==> src/rtl/ifid_hazard_ctrl_if.sv <==
// ---------------------------------------------------------------------------
// ifid_hazard_ctrl_if
// Groups the hazard information coming from IF/ID and ID/EX, the EX branch
// resolution and memory-stall inputs, and the sequencing controls returned to
// the PC register, IF/ID and ID/EX.
//   master : pipeline side. Drives hazard/branch/stall info and receives the
//            enables, flushes, redirect and performance counters.
//   slave  : the hazard controller itself.
// ---------------------------------------------------------------------------
interface ifid_hazard_ctrl_if #(
    parameter int unsigned XLEN  = 64,
    parameter int unsigned CNT_W = 32
);
    // Hazard / control inputs to the controller
    logic [4:0]       ifid_rs1;
    logic [4:0]       ifid_rs2;
    logic             ifid_use_rs1;
    logic             ifid_use_rs2;
    logic [4:0]       idex_rd;
    logic             idex_mem_read;
    logic             branch_taken;
    logic [XLEN-1:0]  branch_target;
    logic             ext_stall;

    // Sequencing outputs from the controller
    logic             pc_write;
    logic             pc_redirect;
    logic [XLEN-1:0]  redirect_target;
    logic             ifid_write;
    logic             ifid_flush;
    logic             idex_flush;
    logic [CNT_W-1:0] stall_count;
    logic [CNT_W-1:0] flush_count;

    modport master (
        output ifid_rs1, ifid_rs2, ifid_use_rs1, ifid_use_rs2,
               idex_rd, idex_mem_read, branch_taken, branch_target, ext_stall,
        input  pc_write, pc_redirect, redirect_target, ifid_write,
               ifid_flush, idex_flush, stall_count, flush_count
    );

    modport slave (
        input  ifid_rs1, ifid_rs2, ifid_use_rs1, ifid_use_rs2,
               idex_rd, idex_mem_read, branch_taken, branch_target, ext_stall,
        output pc_write, pc_redirect, redirect_target, ifid_write,
               ifid_flush, idex_flush, stall_count, flush_count
    );
endinterface

==> src/rtl/ifid_hazard_ctrl.sv <==
// ---------------------------------------------------------------------------
// ifid_hazard_ctrl
// Front-end sequencing controller sitting beside IF/ID. Detects load-use
// hazards (stall + ID/EX bubble), applies taken-branch redirects (flush
// IF/ID and ID/EX), freezes the front end on external memory stall while
// remembering the first redirect seen during the freeze, and keeps saturating
// stall/flush performance counters.
// Ports:
//   clk    : clock, rising edge
//   reset  : asynchronous, active-low reset
//   io_hz  : hazard/branch/stall inputs and sequencing outputs (slave side)
// Outputs respond combinationally to state and inputs; state, pending
// redirect target and counters are registered.
// ---------------------------------------------------------------------------
module ifid_hazard_ctrl #(
    parameter int unsigned XLEN  = 64,
    parameter int unsigned CNT_W = 32
) (
    input  logic                 clk,
    input  logic                 reset,
    ifid_hazard_ctrl_if.slave    io_hz
);

    typedef enum logic [1:0] {
        ST_RUN     = 2'd0,
        ST_HOLD    = 2'd1,
        ST_HOLD_RD = 2'd2
    } state_e;

    state_e           r_state;
    state_e           w_next_state;
    logic [XLEN-1:0]  r_pend_target;
    logic [XLEN-1:0]  w_pend_next;
    logic [CNT_W-1:0] r_stall_cnt;
    logic [CNT_W-1:0] r_flush_cnt;

    logic             w_load_use;
    logic             w_pc_write;
    logic             w_pc_redirect;
    logic [XLEN-1:0]  w_redirect_target;
    logic             w_ifid_write;
    logic             w_ifid_flush;
    logic             w_idex_flush;
    logic             w_stall_evt;
    logic             w_flush_evt;

    // Load in EX whose destination is a live source of the instruction in ID
    assign w_load_use = io_hz.idex_mem_read && (io_hz.idex_rd != 5'd0) &&
                        ((io_hz.ifid_use_rs1 && (io_hz.idex_rd == io_hz.ifid_rs1)) ||
                         (io_hz.ifid_use_rs2 && (io_hz.idex_rd == io_hz.ifid_rs2)));

    // State register, pending redirect target and saturating counters
    always_ff @(posedge clk or negedge reset) begin
        if (!reset) begin
            r_state       <= ST_RUN;
            r_pend_target <= '0;
            r_stall_cnt   <= '0;
            r_flush_cnt   <= '0;
        end else begin
            r_state       <= w_next_state;
            r_pend_target <= w_pend_next;
            if (w_stall_evt && (r_stall_cnt != '1)) begin
                r_stall_cnt <= r_stall_cnt + CNT_W'(1);
            end
            if (w_flush_evt && (r_flush_cnt != '1)) begin
                r_flush_cnt <= r_flush_cnt + CNT_W'(1);
            end
        end
    end

    // Next-state and sequencing outputs
    always_comb begin
        w_next_state      = r_state;
        w_pend_next       = r_pend_target;
        w_pc_write        = 1'b1;
        w_ifid_write      = 1'b1;
        w_ifid_flush      = 1'b0;
        w_idex_flush      = 1'b0;
        w_pc_redirect     = 1'b0;
        w_redirect_target = (r_state == ST_HOLD_RD) ? r_pend_target : io_hz.branch_target;
        w_stall_evt       = 1'b0;
        w_flush_evt       = 1'b0;

        case (r_state)
            // HOLD without ext_stall behaves exactly like RUN, so they share a branch
            ST_RUN, ST_HOLD: begin
                w_next_state = ST_RUN;
                if (io_hz.branch_taken && !io_hz.ext_stall) begin
                    w_pc_redirect = 1'b1;
                    w_ifid_flush  = 1'b1;
                    w_idex_flush  = 1'b1;
                    w_flush_evt   = 1'b1;
                end else if (io_hz.ext_stall) begin
                    w_pc_write   = 1'b0;
                    w_ifid_write = 1'b0;
                    w_stall_evt  = 1'b1;
                    if (io_hz.branch_taken) begin
                        w_next_state = ST_HOLD_RD;
                        w_pend_next  = io_hz.branch_target;
                    end else begin
                        w_next_state = ST_HOLD;
                    end
                end else if (w_load_use) begin
                    w_pc_write   = 1'b0;
                    w_ifid_write = 1'b0;
                    w_idex_flush = 1'b1;
                    w_stall_evt  = 1'b1;
                end
            end
            // Frozen with a redirect owed; later branches are ignored
            ST_HOLD_RD: begin
                if (io_hz.ext_stall) begin
                    w_pc_write   = 1'b0;
                    w_ifid_write = 1'b0;
                    w_stall_evt  = 1'b1;
                end else begin
                    w_pc_redirect = 1'b1;
                    w_ifid_flush  = 1'b1;
                    w_idex_flush  = 1'b1;
                    w_flush_evt   = 1'b1;
                    w_next_state  = ST_RUN;
                end
            end
            default: begin
                w_next_state = ST_RUN;
            end
        endcase

        // While reset is asserted the pipeline is held and filled with bubbles
        if (!reset) begin
            w_pc_write        = 1'b0;
            w_ifid_write      = 1'b0;
            w_ifid_flush      = 1'b1;
            w_idex_flush      = 1'b1;
            w_pc_redirect     = 1'b0;
            w_redirect_target = '0;
            w_stall_evt       = 1'b0;
            w_flush_evt       = 1'b0;
        end
    end

    assign io_hz.pc_write        = w_pc_write;
    assign io_hz.pc_redirect     = w_pc_redirect;
    assign io_hz.redirect_target = w_redirect_target;
    assign io_hz.ifid_write      = w_ifid_write;
    assign io_hz.ifid_flush      = w_ifid_flush;
    assign io_hz.idex_flush      = w_idex_flush;
    assign io_hz.stall_count     = r_stall_cnt;
    assign io_hz.flush_count     = r_flush_cnt;

endmodule

==> src/flat_wrapper.sv <==
// flat-port wrapper written by rule: the top's interface ports become plain ports
module ifid_hazard_ctrl_flat 
#(
    parameter int unsigned XLEN  = 64,
    parameter int unsigned CNT_W = 32
)
  (clk, reset, io_hz_ifid_rs1, io_hz_ifid_rs2, io_hz_ifid_use_rs1, io_hz_ifid_use_rs2, io_hz_idex_rd, io_hz_idex_mem_read, io_hz_branch_taken, io_hz_branch_target, io_hz_ext_stall, io_hz_pc_write, io_hz_pc_redirect, io_hz_redirect_target, io_hz_ifid_write, io_hz_ifid_flush, io_hz_idex_flush, io_hz_stall_count, io_hz_flush_count);
  ifid_hazard_ctrl_if #(.XLEN(XLEN), .CNT_W(CNT_W)) io_hz_i ();
  input  logic clk;
  input  logic reset;
  input wire logic [$bits(io_hz_i.ifid_rs1)-1:0] io_hz_ifid_rs1;
  input wire logic [$bits(io_hz_i.ifid_rs2)-1:0] io_hz_ifid_rs2;
  input wire logic [$bits(io_hz_i.ifid_use_rs1)-1:0] io_hz_ifid_use_rs1;
  input wire logic [$bits(io_hz_i.ifid_use_rs2)-1:0] io_hz_ifid_use_rs2;
  input wire logic [$bits(io_hz_i.idex_rd)-1:0] io_hz_idex_rd;
  input wire logic [$bits(io_hz_i.idex_mem_read)-1:0] io_hz_idex_mem_read;
  input wire logic [$bits(io_hz_i.branch_taken)-1:0] io_hz_branch_taken;
  input wire logic [$bits(io_hz_i.branch_target)-1:0] io_hz_branch_target;
  input wire logic [$bits(io_hz_i.ext_stall)-1:0] io_hz_ext_stall;
  output wire logic [$bits(io_hz_i.pc_write)-1:0] io_hz_pc_write;
  output wire logic [$bits(io_hz_i.pc_redirect)-1:0] io_hz_pc_redirect;
  output wire logic [$bits(io_hz_i.redirect_target)-1:0] io_hz_redirect_target;
  output wire logic [$bits(io_hz_i.ifid_write)-1:0] io_hz_ifid_write;
  output wire logic [$bits(io_hz_i.ifid_flush)-1:0] io_hz_ifid_flush;
  output wire logic [$bits(io_hz_i.idex_flush)-1:0] io_hz_idex_flush;
  output wire logic [$bits(io_hz_i.stall_count)-1:0] io_hz_stall_count;
  output wire logic [$bits(io_hz_i.flush_count)-1:0] io_hz_flush_count;
  assign io_hz_i.ifid_rs1 = io_hz_ifid_rs1;
  assign io_hz_i.ifid_rs2 = io_hz_ifid_rs2;
  assign io_hz_i.ifid_use_rs1 = io_hz_ifid_use_rs1;
  assign io_hz_i.ifid_use_rs2 = io_hz_ifid_use_rs2;
  assign io_hz_i.idex_rd = io_hz_idex_rd;
  assign io_hz_i.idex_mem_read = io_hz_idex_mem_read;
  assign io_hz_i.branch_taken = io_hz_branch_taken;
  assign io_hz_i.branch_target = io_hz_branch_target;
  assign io_hz_i.ext_stall = io_hz_ext_stall;
  assign io_hz_pc_write = io_hz_i.pc_write;
  assign io_hz_pc_redirect = io_hz_i.pc_redirect;
  assign io_hz_redirect_target = io_hz_i.redirect_target;
  assign io_hz_ifid_write = io_hz_i.ifid_write;
  assign io_hz_ifid_flush = io_hz_i.ifid_flush;
  assign io_hz_idex_flush = io_hz_i.idex_flush;
  assign io_hz_stall_count = io_hz_i.stall_count;
  assign io_hz_flush_count = io_hz_i.flush_count;
  ifid_hazard_ctrl #(.XLEN(XLEN), .CNT_W(CNT_W)) u_core (.clk(clk), .reset(reset), .io_hz(io_hz_i));
endmodule
==> config.mk <==
export PLATFORM = sky130hd
export DESIGN_NAME = ifid_hazard_ctrl_flat
export DESIGN_NICKNAME = d
export VERILOG_FILES = /design/src/rtl/ifid_hazard_ctrl_if.sv /design/src/rtl/ifid_hazard_ctrl.sv /design/src/flat_wrapper.sv
export SDC_FILE = /design/constraint.sdc
export NUM_CORES = 1
export LEC_CHECK = 0
export CORE_MARGIN = 2
export CORE_UTILIZATION = 45
export DETAILED_ROUTE_END_ITERATION = 8
export PLACE_DENSITY = 0.79
export SYNTH_ARGS = -nofsm -noshare
export SYNTH_HDL_FRONTEND = slang
export SYNTH_SLANG_ARGS = --single-unit
export TNS_END_PERCENT = 30
==> constraint.sdc <==
create_clock -name clk -period 2.93 [get_ports clk]
set_input_delay 0.586 -clock clk [delete_from_list [all_inputs] [get_ports clk]]
set_output_delay 0.586 -clock clk [all_outputs]
set_load 0.02 [all_outputs]
==> results of run 1 <==
[power groups by stage]
stage	logic [W]	registers, W	clock network (W)
after floorplan	0.000588	0.00236	0
after global placement	0.00131	0.00228	0
after detailed placement	0.00133	0.00230	0
after CTS	0.00134	0.00228	0.00228
after global routing	0.00143	0.00232	0.00237
final	0.00133	0.00228	0.00224
[cells in the final DEF (no fill, tap or decap), drive strengths merged, types with 2 or more instances in the layout]
cell type and n:
clkinvlp 2, or2 4, nor3b 3, ha 2, bufinv 4, nor2b 2
clkinv 4, nor4 19, nor3 18, clkdlybuf4s50 189, xor2 49, mux2 66
dfrtp 130, nand3 20, a21oi 66, nor2 18, inv 11, nand4 17
nand2 161, nor4b 5, dlymetal6s2s 21, clkbuf 22, dlygate4sd2 4, xnor2 23
and4 2, and3 5, nand2b 2, buf 27
[cell usage after synthesis, drive strengths merged, types with 5 or more instances]
cell    count  share of area, %
nand2     161               9.1
dfrtp     130                49
a21oi      66               4.9
mux2       66                11
xor2       49               6.4
clkbuf     25               1.4
xnor2      23               3.0
nand3      20               1.5
nor4       19               3.1
nor2       18               1.0
nor3       18               1.3
nand4      17               1.7
buf        11               1.0
inv        11              0.62
and3        5              0.47
nor4b       5               1.1
[final timing paths]
check                                                  start                      endpoint  slack (ns)  cells after the start
worst max-delay path                        io_hz_idex_rd[4]              io_hz_idex_flush        0.01                      6
worst min-delay path                                   reset       u_core.r_pend_target[9]        0.39                      2
worst max register to register             u_core.r_state[1]  u_core.io_hz.flush_count[29]        0.61                      7
worst min register to register  u_core.io_hz.stall_count[12]  u_core.io_hz.stall_count[12]        0.49                      1
max in group asynchronous                              reset      u_core.r_pend_target[27]        1.18                      3
min in group clk                u_core.io_hz.stall_count[12]  u_core.io_hz.stall_count[12]        0.49                      1
[area by class of cell]
type | count | area (µm²) | share of cell area, %
Clock inverter | 10 | 155.1 | 1.577
Sequential cell | 130 | 3254 | 33.07
Timing Repair Buffer | 241 | 2446 | 24.86
Inverter | 11 | 41.29 | 0.4196
Tap cell | 184 | 230.2 | 2.340
Multi-Input combinational cell | 495 | 3238 | 32.91
Clock buffer | 22 | 474.2 | 4.819
[flip-flops by register name, indices dropped and copies added (netlist names)]
name                      cells
u_core.io_hz.flush_count     32
u_core.io_hz.stall_count     32
u_core.r_pend_target         64
u_core.r_state                2
[layer usage]
layer / global-route usage, % / up-vias
met1: 30.61 / 2767
li1: - / 2744
met5: 0 / -
met3: 6.542 / 21
met4: 7.498 / 0
met2: 36.47 / 214
[kinds of logic after synthesis]
family / after synthesis / share of synthesized area (%)
XOR/XNOR: 72 / 9.447
buffers and inverters: 47 / 3.055
flip-flops: 130 / 48.73
AO/OA/AOI/OAI: 74 / 5.905
adder cells (fa/ha/maj): 2 / 0.3748
multiplexers: 66 / 11.13
AND/OR/NAND/NOR: 281 / 21.35
[per-stage QoR]
stage          setup WS [ns]  area, µm²  instances  TNS (ns)
3_3_place_gp       -0.004147       9144       1060  -0.01389
3_5_place_dp        -0.08767       9144       1060   -0.7740
6_report             0.01106       9839       1093         0
2_1_floorplan         0.1828       6675        672         0
5_1_grt             -0.05314       9839       1093   -0.1358
4_1_cts             0.007328       9782       1093         0
[timing repair]
item / in CTS / in global routing
buffers inserted: 1 / 0
pin swaps: 2 / 1
endpoints found under the setup margin: 63 / 28
cloned: 0 / 0
hold endpoints to repair: 0 / 0
resized for setup: 7 / 22
==> metrics.csv, run 1 <==
stage,metric,value,unit
final_layout,n_fill_cell,1141,
clock_network,clock-root-buffer,clkbuf_16,
yosys,synthCells,672,
clock_network,ctsHoldBuffers,0,
critical_path,cp_cell_sequence,clkdlybuf4s50_1 -> xor2_1 -> nor4_1 -> a32oi_1 -> o311ai_0 -> buf_4,
route,top_layer,met4,
final_layout,final_util,67.70,%
flow_run,drv_cap,0,
critical_path,path_buf_inv,2,
clock_network,clk_pin_slew,0.06,ns
timing,clock.fmax,342.6,MHz
power_and_ir_drop,p_int,0.004232,W
timing,finalHoldViolations,0,
final_layout,nets,984,
critical_path,worstPathRequired,2.34,ns
power_and_ir_drop,power.density,594.7,nW/µm²
timing,rsz0062_at_grt,true,
timing,clock-skew-final,0.009179,ns
clock_network,insertion_delay,0.41,ns
power_and_ir_drop,share_seq_of_total_power,39.0,%
timing,slew_headroom,43.26,%
floorplan,die_area,15820,µm²
clock_network,clockBufferDepth,2,
final_layout,num_antenna_cells,0,
route,wl_met2,8592,µm
yosys,synth.distinct_cells,41,
route,num_vias,5746,
critical_path,cp_slowest_stage_delay,0.46,ns
timing,maxSlewViolCount,0,
clock_network,cts_tree,done,
yosys,synth_edf_count,0,
clock_network,clkSinkCount,130,
power_and_ir_drop,combPwrFrac,22.7,%
placed_design,io_buffers,218,
run_status,status,finished clean,
route,wl_met1,7925,µm
yosys,syn_avg_cell_area,9.933,µm²
critical_path,cp_top_family,buffers and inverters,
route,drc_errors,0,
clock_network,cts_buffers,17,
yosys,syn-num-nets,760,
worst_hold_path,hp-class,input port to async pin,
yosys,ys.flop_type,dfrtp_1,
critical_path,crit_path_end_kind,primary output,
grt,grt_usage,22.96,%
placed_design,gp_congestion,0.7985,
yosys,yosysWarnings,0,
grt,grt_pass1_wl,29130,µm
timing,timing.hold.ws,0.3882,ns
route,first_pass_iters,5,
yosys,synthArstFlopShare,100.0,%
critical_path,crit_fanout,3,
timing,fin_crit,2.919,ns
critical_path,crit_type,input port to primary output,
timing,worst_pin_slew,0.8512,ns
grt,grt_pass1_vias,5583,
floorplan,io_pins,219,
power_and_ir_drop,power.switching,0.001620,W
floorplan,die_h,125.8,µm
route,avgViaCountPerCell,5.257,
floorplan,die_x,125.8,µm
floorplan,core,14530,µm²
route,drtIter0Drc,370,
yosys,synth-seq-cells,130,
final_layout,area_growth,47.40,%
power_and_ir_drop,sw_frac_of_total,27.68,%
timing,fin_crit_sh,99.62,%
route,routed-wl-met3,1232,µm
timing,finalSetupViolCount,0,
placed_design,hpwl,12580,µm
route,wl_per_cell,16.53,µm
yosys,seq_area_frac_synth,48.73,%
power_and_ir_drop,p_clk_share,38.4,%
critical_path,start_kind,input port,
final_layout,final_layout_size_suffix_gt1_share,16.83,%
power_and_ir_drop,ir_drop,0.4107,mV
clock_network,cts_max_level,4,
yosys,syn_area,6675,µm²
floorplan,rows,44,
floorplan,initial_utilization,45.93,%
power_and_ir_drop,leakage,4.507,nW
route,postRouteAntennaNets,0,
critical_path,cp_data_arrival_time,2.33,ns
power_and_ir_drop,p_total,0.005851,W
critical_path,cp_slowest_cell,clkdlybuf4s50_1,
grt,grt_max_degree,69,
route,detail_route.wirelength,18070,µm
grt,grt_antenna_before_repair,0,
grt,grt_overflow,0,
Power figures use the tool's default switching activity.
==> run 2, diff against run 1 <==
- SLEW_MARGIN: not set -> 20
==> results of run 2 <==
Final layout, timing and power as in run 1 (identical DEF).
==> run 3, diff against run 2 <==
- clock period: 2.93 -> 3.55 ns (I/O delays scaled with it)
==> run 3 against run 2 <==
  * Critical endpoint is now io_hz_pc_write
  * Routed wire length is 2.6% lower
  * Clock power is 19% lower
  * Sequential share of layout area is 0.42 points higher
  * Largest power group unchanged
==> metrics.csv, run 3 (synthesized netlist as in run 1, its figures left out) <==
stage,metric,value,unit,change
critical_path,crit_path_end_kind,primary output,,unchanged
clock_network,insertion_delay,0.42,ns,was 0.41 ns
final_layout,largest_register_ffs,64,,unchanged
clock_network,cts_setup_buffers,0,,was 1
critical_path,cp_slowest_stage_delay,0.54,ns,was 0.46 ns
critical_path,crit_path_frequent_cell,nor3_1,,
floorplan,die_x,125.8,µm,unchanged
clock_network,post_cts_resized,0,,was 7
grt,grt_pass1_wl,28730,µm,was 29130 µm
clock_network,clock-root-buffer,clkbuf_16,,unchanged
route,num_vias,5711,,was 5746
critical_path,cp_cell_sequence,clkdlybuf4s50_1 -> or4_1 -> o21ai_0 -> nor3_1 -> nor3_1 -> buf_4,,was clkdlybuf4s50_1 -> xor2_1 -> nor4_1 -> a32oi_1 -> o311ai_0 -> buf_4
timing,finalHoldViolations,0,,unchanged
run_status,status,finished clean,,unchanged
grt,grt_usage,22.48,%,was 22.96%
final_layout,regMostFlops,u_core.r_pend_target,,unchanged
clock_network,ctsHoldBuffers,0,,unchanged
floorplan,rows,44,,unchanged
clock_network,clkSinkCount,130,,unchanged
timing,fin_crit,3.399,ns,
grt,grt_max_degree,76,,was 69
power_and_ir_drop,ir_drop,0.3694,mV,was 0.4107 mV
timing,worst_pin_slew,0.7058,ns,was 0.8512 ns
clock_network,clk_pin_slew,0.06,ns,about the same
clock_network,cts_buffers,17,,unchanged
route,detail_route.wirelength,17610,µm,was 18070 µm
critical_path,crit_fanout,3,,unchanged
route,avgViaCountPerCell,5.264,,was 5.257
critical_path,cp_data_arrival_time,2.69,ns,was 2.33 ns
timing,finalSetupViolCount,0,,unchanged
placed_design,preCtsSetupSlack,0.1779,ns,was -0.08767 ns
final_layout,area_growth,45.51,%,was 47.40%
final_layout,final_common_cell,clkdlybuf4s50_1,,unchanged
floorplan,core,14530,µm²,unchanged
worst_hold_path,hp-class,input port to async pin,,unchanged
placed_design,dp.cells,1052,,was 1060
route,drtIter0Drc,337,,was 370
timing,setup_slack,0.1510,ns,was 0.01106 ns
critical_path,start_kind,input port,,unchanged
critical_path,crit_type,input port to primary output,,unchanged
timing,clock-skew-final,0.009384,ns,was 0.009179 ns
final_layout,nets,975,,was 984
critical_path,cp_slowest_cell,or4_1,,was clkdlybuf4s50_1
grt,grt_antenna_before_repair,1,,was 0
timing,slew_headroom,52.95,%,was 43.26%
floorplan,io_pins,219,,unchanged
placed_design,hpwl,12230,µm,was 12580 µm
grt,grt_pass1_vias,5613,,was 5583
route,drc_errors,0,,unchanged
grt,grt_overflow,0,,unchanged
final_layout,instances_no_fill,1085,,was 1093
clock_network,clockBufferDepth,2,,unchanged
power_and_ir_drop,power.density,491.5,nW/µm²,was 594.7 nW/µm²
clock_network,cts_tree,done,,unchanged
placed_design,io_buffers,218,,unchanged
placed_design,gp_congestion,0.7933,,was 0.7985
flow_run,drv_cap,0,,unchanged
floorplan,initial_utilization,45.93,%,unchanged
floorplan,die_area,15820,µm²,unchanged
timing,fin_crit_sh,95.75,%,
route,wl_per_cell,16.23,µm,was 16.53 µm
floorplan,die_h,125.8,µm,unchanged
clock_network,cts_max_level,4,,unchanged
final_layout,n_fill_cell,1164,,was 1141
timing,tns,0,ns,unchanged
timing,clock.fmax,294.2,MHz,
power_and_ir_drop,leakage,4.138,nW,was 4.507 nW
route,first_pass_iters,4,,was 5
final_layout,final_layout_size_suffix_gt1_share,16.00,%,was 16.83%
critical_path,reg2regPathDepth,6,,was 7
critical_path,worstPathRequired,2.84,ns,was 2.34 ns
timing,maxSlewViolCount,0,,unchanged
route,postRouteAntennaNets,0,,unchanged
timing,timing.hold.ws,0.1185,ns,was 0.3882 ns
final_layout,layout_common_cells,"clkdlybuf4s50_1 (214), nand2_1 (161), dfrtp_1 (130)",,"was clkdlybuf4s50_1 (189), nand2_1 (161), dfrtp_1 (129)"
[run 3: worst max-delay path: cells and delay by family]
kind	cells	cell delay (ns)
AND/OR/NAND/NOR	3	0.86
AO/OA/AOI/OAI	1	0.43
buffers and inverters	2	0.68
[run 3: cell type report]
type / count / area, µm² / area share (%)
Clock inverter: 12 / 156.4 / 1.610
Clock buffer: 20 / 466.7 / 4.805
Multi-Input combinational cell: 495 / 3228 / 33.23
Antenna cell: 1 / 2.502 / 0.02576
Sequential cell: 130 / 3253 / 33.49
Timing Repair Buffer: 232 / 2335 / 24.04
Inverter: 11 / 41.29 / 0.4251
Tap cell: 184 / 230.2 / 2.370
[run 3: final timing paths]
path                            slack [ns]                         start                      endpoint
worst max-delay path                  0.15              io_hz_idex_rd[0]                io_hz_pc_write
worst min-delay path                  0.12                         reset       u_core.r_pend_target[7]
worst max register to register        1.12             u_core.r_state[0]  u_core.io_hz.flush_count[29]
worst min register to register        0.50  u_core.io_hz.stall_count[24]  u_core.io_hz.stall_count[24]
max in group asynchronous             1.93                         reset  u_core.io_hz.stall_count[10]
min in group clk                      0.50  u_core.io_hz.stall_count[24]  u_core.io_hz.stall_count[24]
[run 3: where the power goes]
part	internal [W]	switching, W	leakage (nW)	total [W]
Sequential	0.00170	0.000177	1.61	0.00188
Combinational	0.000560	0.000522	2.23	0.00108
Clock	0.00116	0.000654	0.294	0.00181
[run 3: through the flow]
stage | total power [W] | util, % | cell area, µm²
floorplan | 0.002436 | - | 6675
global placement | 0.002959 | 62.50 | 9084
detailed placement | 0.002985 | 62.50 | 9084
CTS | 0.004820 | 66.79 | 9707
global route | 0.004995 | 66.83 | 9713
finish | 0.004774 | 66.83 | 9713
[run 3: layer usage]
layer	routed length, µm	share of wire, %	global-route usage, %
met5	0	0	0
met4	404	2.3	8.920
met3	1207	6.9	5.862
met2	8196	47	35.07
met1	7797	44	30.21
